## src/rtl/serial_subtractor_ctrl.sv

```systemverilog
// Bit-serial unsigned subtractor: one difference/borrow cell, LSB first,
// sequenced by an IDLE/RUN/DONE FSM with a start/busy/done handshake.
module serial_subtractor_ctrl #(
    parameter int unsigned WIDTH = 8
) (
    input  logic             clk,
    input  logic             rst,
    input  logic             start,
    input  logic [WIDTH-1:0] a_in,
    input  logic [WIDTH-1:0] b_in,
    output logic             busy,
    output logic             done,
    output logic [WIDTH-1:0] diff,
    output logic             bout,
    output logic             zero
);

    localparam int unsigned CW = (WIDTH > 1) ? $clog2(WIDTH) : 1;

    typedef enum logic [1:0] {
        IDLE = 2'd0,
        RUN  = 2'd1,
        DONE = 2'd2
    } state_t;

    state_t           state;
    state_t           state_nxt;
    logic [WIDTH-1:0] a_sh;
    logic [WIDTH-1:0] b_sh;
    logic [WIDTH-1:0] res;
    logic [WIDTH-1:0] res_nxt;
    logic             borrow;
    logic [CW-1:0]    cnt;
    logic             a0;
    logic             b0;
    logic             d;
    logic             bnext;
    logic             last;

    // Single difference/borrow cell plus the result with d entering at the MSB
    always_comb begin
        a0      = a_sh[0];
        b0      = b_sh[0];
        d       = a0 ^ b0 ^ borrow;
        bnext   = (~a0 & b0) | (~(a0 ^ b0) & borrow);
        res_nxt = WIDTH'({d, res} >> 1);
        last    = (cnt == CW'(WIDTH - 1));
    end

    always_ff @(posedge clk) begin
        if (rst) begin
            state <= IDLE;
        end else begin
            state <= state_nxt;
        end
    end

    always_comb begin
        state_nxt = state;
        case (state)
            IDLE:    if (start) state_nxt = RUN;
            RUN:     if (last)  state_nxt = DONE;
            DONE:    state_nxt = IDLE;
            default: state_nxt = IDLE;
        endcase
    end

    always_comb begin
        busy = 1'b0;
        done = 1'b0;
        case (state)
            RUN:     busy = 1'b1;
            DONE:    done = 1'b1;
            default: ;
        endcase
    end

    // Operand/result shifting; visible results only change on the final bit
    always_ff @(posedge clk) begin
        if (rst) begin
            a_sh   <= '0;
            b_sh   <= '0;
            res    <= '0;
            borrow <= 1'b0;
            cnt    <= '0;
            diff   <= '0;
            bout   <= 1'b0;
            zero   <= 1'b0;
        end else begin
            case (state)
                IDLE: begin
                    if (start) begin
                        a_sh   <= a_in;
                        b_sh   <= b_in;
                        res    <= '0;
                        borrow <= 1'b0;
                        cnt    <= '0;
                    end
                end
                RUN: begin
                    a_sh   <= a_sh >> 1;
                    b_sh   <= b_sh >> 1;
                    res    <= res_nxt;
                    borrow <= bnext;
                    cnt    <= cnt + CW'(1);
                    if (last) begin
                        diff <= res_nxt;
                        bout <= bnext;
                        zero <= (res_nxt == '0);
                    end
                end
                default: ;
            endcase
        end
    end

endmodule

```

## config.mk

```make
export PLATFORM = sky130hd
export DESIGN_NAME = serial_subtractor_ctrl
export DESIGN_NICKNAME = d
export VERILOG_FILES = /design/src/rtl/serial_subtractor_ctrl.sv
export SDC_FILE = /design/constraint.sdc
export NUM_CORES = 1
export LEC_CHECK = 0
export BUFFER_PORTS_ARGS = -buffer_cell sky130_fd_sc_hd__buf_2
export CORE_MARGIN = 8
export CORE_UTILIZATION = 40
export DETAILED_ROUTE_END_ITERATION = 16
export PLACE_DENSITY_LB_ADDON = 0.2
export SYNTH_ARGS = -nofsm -noshare
export SYNTH_HDL_FRONTEND = slang
export SYNTH_SLANG_ARGS = --single-unit
```

## constraint.sdc

```tcl
create_clock -name clk -period 2.05 [get_ports clk]
set_clock_uncertainty 0.2 [all_clocks]
set_input_delay 0.3075 -clock clk [delete_from_list [all_inputs] [get_ports clk]]
set_output_delay 0.3075 -clock clk [all_outputs]
set_load 0.05 [all_outputs]
```

# [Yosys cells after proc, flatten, opt, wreduce, memory -nomap -nowiden]
# Cells that the tools add are included.
[word_totals] inputBits=19 reg_bits=40 mem_count=0 mem_bits_rw=0 latchBits=0 rom_bits=0 out_inout_bits=12
[op_classes] shift=0 bitwise=7 reduce_logical=6 order_cmp=0 addsub=1 multipliers=0 eq_ne=5 mux=15 div=0
[op_table] operator="$pmux 8 s2" n=3
[op_table] operator="$mux 8" n=3
[op_table] operator="$logic_not 8->1" n=1
[op_table] operator="$pmux 3 s2" n=1
[op_table] operator="$reduce_and 2->1" n=3
[op_table] operator="$mux 2" n=2
[op_table] operator="$ne 2x2->1 const B" n=2
[op_table] operator="$pmux 2 s2" n=1
[op_table] operator="$add 3x1->3 const B" n=1
[op_table] operator="$eq 3x3->1 const B" n=1
[op_table] operator="$mux 1" n=3
[op_table] operator="$mux 3" n=1
[op_table] operator="$and 1x1->1" n=2
[op_table] operator="$eq 2x1->1 const B" n=1
[op_table] operator="$eq 2x2->1 const B" n=1
[op_table] operator="$logic_not 2->1" n=1
[op_table] operator="$not 1->1" n=2
[op_table] operator="$pmux 1 s2" n=1
[op_table] operator="$reduce_bool 2->1" n=1
[op_table] operator="$xor 1x1->1" n=2
[op_table] operator="$or 1x1->1" n=1

# [Depth between registers and ports, before layout]
# Gate-level depths: netlist of the first run.
[depth] word_depth=5 mapped_depth=6

# [Worst setup path before layout of the first run]
# No wires, ideal clock.
[synth_timing] kind="reg2out" startpoint="register state[1]" endpoint="output done" path_buffers=1 t_required_ns=1.542 path_stages_with_launch=3 arrival_time_ns=1.270 path_slack_ns=0.273 path_cell_list="dfxtp_1 buf_2 nor2b_1"
[synth_between] elab_chain_cells=2
[synth_rtl] item="start, declared" line_no="26" text="state_t state;"
[synth_rtl] item="start signal, assigned" line_no="54" text="state <= state_nxt;"
[synth_rtl] item="$eq 2x2->1" line_no="71" text="case (state)"
[synth_rtl] item="$mux 1" line_no="71"
[synth_rtl] item="end, declared" line_no="12" text="output logic done,"
# No other way between the ends.

# [Worst setup path after layout of the first run]
[layout_timing] startpoint="register state[0]" endpoint="output busy"
[layout_between] elab_chain_cells=2
[layout_rtl] item="$eq 2x1->1" line_no="71"
[layout_rtl] item="$mux 1" line_no="71"
[layout_rtl] item="end, declared" line_no="11" text="output logic busy,"
# No other way between the ends.

==> out/results.txt, run 1 <==
Worst Path Required: 1.54 ns
Critical R2R Capture: bout
Cts repair resizes: 0
Final Worst Setup Slack: 0.1196 ns
Via count: 1374
Worst Hold Launch: b_in[5]
Setup tns final: 0 ns
Synth unique cells: 31
Core area: 0.004294 mm2
Clk root buf: clkbuf_8
Die Span X: 82.15 um
Global-route wire length before repair: 6134 um
Max_cap viols: 0
CTS buffer count: 5
Remaining DRCs: 0
Clk_lat worst skew: 0.29 ns
Net count, final: 242
Filler Cell Count: 431
Hold Vio Cnt, Final: 0
Vias per cell: 5.033
Fin crit period: 1.930 ns
Peak Freq: 0.5180 GHz
Share of cells above drive strength 1: 0.3167
Worst-margin pin slew: 0.4976 ns
Mean post-synth cell area: 9.117 um2
Reg2reg start: cnt[0]
Largest net degree at the start of global routing: 26
Status: completed
Total wire length: 3510 um
Hold path depth: 3
Drt pass-1 iters: 4
CP endpoint kind: output pin
DR WL/cell: 12.86 um
Synth Net Count: 214
Total track usage: 0.1138
Reg clk slew, reported paths: 0.08 ns
Tcrit/Tclk final: 0.9417
Synth Instances: 192
Most common cell after layout, fill and taps aside: dfxtp_1
RSZ-0062 raised after global routing: false
Hold_buf cts: 0
Peak supply drop: 0.3187 mV
Hold EP: b_sh[5]
Setup bufs post-CTS: 0
Slew HR: 0.6683
Post-route ant nets: 0
CTS H-Tree Depth: 2
Die area: 0.006749 mm2
Initial core utilization: 0.4076
Clk buf depth: 2
Post-synthesis register bit count: 39
Synth Warn #: 0
Starting DRC count in detailed routing: 90
R2R cell count: 5
Kind of critical path: register to output pin
Number of port buffers: 30
Area Growth Syn to Fin: 13.80%
Slew Limit Fails: 0
Most frequent cells in the layout: 39 x dfxtp_1, 30 x nand2_1, 30 x buf_2
Die height: 82.15 um
GP Congestion: 0.7153
CTS tree: done
Leak: 0.0008074 uW
Worst Path Arrival: 1.42 ns
Sink Count: 39
Vias in the first global route: 1369
Cell Area, Synth: 0.001750 mm2
Maximum fanout along the worst path: 22
Num ports: 31
Final setup viols: 0
Sequential area share after synthesis: 0.4460
Pre-CTS setup slack: 0.3875 ns
R2r setup slk: 0.39 ns
Pwr Density: 787.8 mW/mm2
Critical Path Start Type: register
Antenna cell count: 0
Sum of net half-perimeters after detailed placement: 2461 um
Antenna violations before repair: 0
HP Class: primary input to register
Grt total ovfl: 0
# rows: 24
-- synth_stat cells (all sizes together) --
library cell	n	area share
o21bai	1	0.011
ha	2	0.014
a22oi	9	0.039
a2bb2oi	1	0.0050
nand3	1	0.0029
nand2	30	0.064
and3b	1	0.0050
o221a	3	0.019
clkbuf	2	0.0043
o21ba	1	0.0057
a21oi	28	0.099
clkinv	1	0.0050
dfxtp	39	0.45
nand2b	1	0.0036
a211oi	13	0.084
nor2b	4	0.014
nand3b	1	0.0064
or2	1	0.0036
a221oi	1	0.0050
nor2	29	0.062
fa	1	0.011
buf	13	0.064
o22ai	2	0.0071
nor4	2	0.0071
inv	5	0.011
-- where the power goes --
group,internal [uW],leakage [uW],switching (uW)
registers,790,0.000319,24.0
logic,79.9,0.000437,110
clock network,307,0.0000515,258
-- flip-flops by register name (all words and copies together), names as in the netlist --
signal / flops
cnt: 3
borrow: 1
bout: 1
a_sh: 8
res: 7
state: 2
zero: 1
diff: 8
b_sh: 8
-- worst max-delay path by stage --
| stage | start | end | depth (start not counted) |
|---|---|---|---|
| after CTS | state[0] | busy | 3 |
| final | state[0] | busy | 3 |
| after global placement | cnt[0] | bout | 5 |
| after global routing | state[0] | busy | 3 |
| after detailed placement | cnt[0] | bout | 5 |
| after floorplan | state[1] | done | 2 |
-- logic make-up after synthesis --
group,Yosys count,share of synthesized area
simple gates,70,0.1694
compound gates,59,0.2752
buf+inv,21,0.08363
fa+ha+maj,3,0.02573
flops,39,0.4460
-- stage by stage --
stage | util | total power [uW] | hold slack (ns) | instances | area [um2]
after floorplan | - | 987.5 | 0.2446 | 192 | 1750
after detailed placement | 0.4406 | 1024 | 0.2478 | 265 | 1892
after global routing | 0.4639 | 1655 | 0.07273 | 273 | 1992
final | 0.4639 | 1569 | 0.07280 | 273 | 1992
after global placement | 0.4406 | 1022 | 0.2428 | 265 | 1892
after CTS | 0.4639 | 1587 | 0.06930 | 273 | 1992
-- critical path, stage by stage, from the launching register on --
cell and delay (ns):
dfxtp_1 0.47, nand2b_1 0.16, clkinv_4 0.20, buf_2 0.31
-- metal layers --
metal | up-vias | part of all wire | GRT usage
met3 | 8 | 0.049 | 0.03139
met5 | - | 0 | 0
li1 | 717 | - | -
met1 | 629 | 0.51 | 0.1454
met2 | 20 | 0.42 | 0.1768
met4 | 0 | 0.016 | 0.04737
-- cell type report --
class                   count  area (um2)  share of cell area
clock buffers               8       100.1             0.05025
inverters                   6       27.53             0.01382
multi-input cells         132       823.3              0.4133
flip-flops and latches     39       780.7              0.3920
well taps                  52       65.06             0.03266
repair buffers             36       195.2             0.09799
(Power assumes the default switching activity.)
==> run 2: changes to the inputs <==
--- a/config.mk
+++ b/config.mk
@@ -6,6 +6,7 @@
 export NUM_CORES = 1
 export LEC_CHECK = 0
 export BUFFER_PORTS_ARGS = -buffer_cell sky130_fd_sc_hd__buf_2
+export CORE_ASPECT_RATIO = 0.6
 export CORE_MARGIN = 8
 export CORE_UTILIZATION = 40
 export DETAILED_ROUTE_END_ITERATION = 16
==> constraint.sdc (replaced) <==
create_clock -name clk -period 2.35 [get_ports clk]
set_clock_uncertainty 0.2 [all_clocks]
set_input_delay 0.3525 -clock clk [delete_from_list [all_inputs] [get_ports clk]]
set_output_delay 0.3525 -clock clk [all_outputs]
set_load 0.05 [all_outputs]
==> out/results.txt, run 2 (same netlist as run 1, synthesis figures left out) <==
Leak: 0.0008022 uW (-0.64%)
Peak Freq: 0.4662 GHz
Worst Path Arrival: 1.59 ns (+0.17 ns)
Die area: 0.006818 mm2 (+1.0%)
Placed Cells: 270 (+1.9%)
DR WL/cell: 13.34 um (+3.8%)
CTS tree: done
Antenna cell count: 0 (unchanged)
Core area: 0.004167 mm2 (-3.0%)
GP Congestion: 0.7701 (+7.7%)
Total wire length: 3709 um (+5.7%)
Layout Cells excl Fill: 278 (+1.8%)
Buf+Inv Stages, Crit Path: 2 (unchanged)
Met2 Wirelength: 1487 um (+0.54%)
Clk buf depth: 2 (unchanged)
Final setup viols: 0 (unchanged)
R2r setup slk: 0.64 ns (+0.25 ns)
Share of cells above drive strength 1: 0.3119 (-0.004815)
Max layer used: met4
Clk root buf: clkbuf_8
Setup bufs post-CTS: 0 (unchanged)
RSZ-0062 raised after global routing: false
Most common cell after layout, fill and taps aside: dfxtp_1
Clk_lat worst skew: 0.29 ns (about the same)
Final total power: 1445 uW (-7.9%)
Slew HR: 0.5489 (-0.1194)
Hold Vio Cnt, Final: 0 (unchanged)
Crit-path leading delay family: flip-flops
Num ports: 31 (unchanged)
Largest net degree at the start of global routing: 24 (-7.7%)
CTS H-Tree Depth: 2 (unchanged)
Cts repair resizes: 0 (unchanged)
Die height: 67.24 um (-18%)
Initial core utilization: 0.4201 (+0.01249)
Post-route ant nets: 0 (unchanged)
Peak supply drop: 0.2689 mV (-16%)
CTS buffer count: 5 (unchanged)
Remaining DRCs: 0 (unchanged)
Vias per cell: 4.932 (-2.0%)
Setup tns final: 0 ns (unchanged)
Worst stage delay on the critical path: 0.58 ns (+0.11 ns)
Area Growth Syn to Fin: 14.08%
Fin crit period: 2.145 ns
Die Span X: 101.4 um (+23%)
Via count: 1371 (-0.22%)
Sink Count: 39 (unchanged)
Slowest-stage cell, CP: dfxtp_1
Status: completed
Hold_buf cts: 0 (unchanged)
Number of port buffers: 30 (unchanged)
M1 WL: 1981 um (+9.9%)
Critical Path Start Type: register
Maximum fanout along the worst path: 22 (unchanged)
Starting DRC count in detailed routing: 71 (-21%)
Detail Route met3 WL: 174 um (+1.8%)
Net count, final: 239 (-1.2%)
Final hold slack: 0.1154 ns (+0.04263 ns)
Top flop regs: a_sh: 8 flops, b_sh: 8 flops, diff: 8 flops
Drt pass-1 iters: 4 (unchanged)
Antenna violations before repair: 0 (unchanged)
Critical-path cell list: nand2b_1 > clkinv_4 > buf_2
Worst-margin pin slew: 0.6748 ns (+0.1772 ns)
HP Class: primary input to register
Slew Limit Fails: 0 (unchanged)
# rows: 18 (-25%)
Grt total ovfl: 0 (unchanged)
Max_cap viols: 0 (unchanged)
Total track usage: 0.1189 (+0.005024)
Sum of net half-perimeters after detailed placement: 2581 um (+4.9%)
Tcrit/Tclk final: 0.9128
Vias in the first global route: 1262 (-7.8%)
Reg clk slew, reported paths: 0.08 ns (about the same)
Kind of critical path: register to output pin
Pwr Density: 723.8 mW/mm2 (-8.1%)
Global-route wire length before repair: 6375 um (+3.9%)
CP endpoint kind: output pin
Most frequent cells in the layout: 39 x dfxtp_1, 30 x nand2_1, 30 x buf_2
Filler Cell Count: 417 (-3.2%)
Worst Path Required: 1.80 ns (+0.26 ns)
run 2: cell types whose count changed in the layout (fill, tap and decap cells not counted):
cell,delta
buf_4,-3
bufinv_16,+1
clkbuf_1,-1
clkbuf_8,-1
clkinv_2,+1
run 2: area by class of cell:
| type | instances | area (um2) | area share |
|---|---|---|---|
| Multi-Input combinational cell | 132 | 823.3 | 0.4123 |
| Sequential cell | 39 | 780.7 | 0.3910 |
| Timing Repair Buffer | 33 | 172.7 | 0.08647 |
| Clock buffer | 6 | 82.58 | 0.04135 |
| Tap cell | 60 | 75.07 | 0.03759 |
| Clock inverter | 2 | 35.03 | 0.01754 |
| Inverter | 6 | 27.53 | 0.01378 |
run 2: worst min-delay path, delay by kind of cell:
kind                   cells  cell delay, ns
AND/OR/NAND/NOR            1            0.06
AO/OA/AOI/OAI              1            0.05
buffers and inverters      1            0.09
run 2: worst paths after layout:
| kind | startpoint | to | cells past startpoint |
|---|---|---|---|
| min reg2reg | diff[5] | diff[5] | 2 |
| min | b_in[5] | b_sh[5] | 3 |
| max | state[0] | busy | 3 |
| max reg2reg | state[0] | b_sh[0] | 3 |
run 2: power by group:
| part | total, uW | switching (uW) | internal (uW) |
|---|---|---|---|
| sequential | 714 | 24.8 | 689 |
| clock | 571 | 227 | 343 |
| combinational | 160 | 94.9 | 65.6 |
run 2: per-layer routing:
layer / track usage / up-vias
met2: 0.1599 / 25
met5: 0 / -
li1: - / 712
met3: 0.03590 / 9
met1: 0.1680 / 625
met4: 0.05525 / 0
run 2: stage by stage:
stage	cell area, um2	util	setup slack, ns
6_report	1997	0.4793	0.2049
4_1_cts	1997	0.4793	0.1755
3_3_place_gp	1879	0.4511	0.5700
5_1_grt	1997	0.4793	0.09351
2_1_floorplan	1750	-	0.5275
3_5_place_dp	1879	0.4511	0.5065
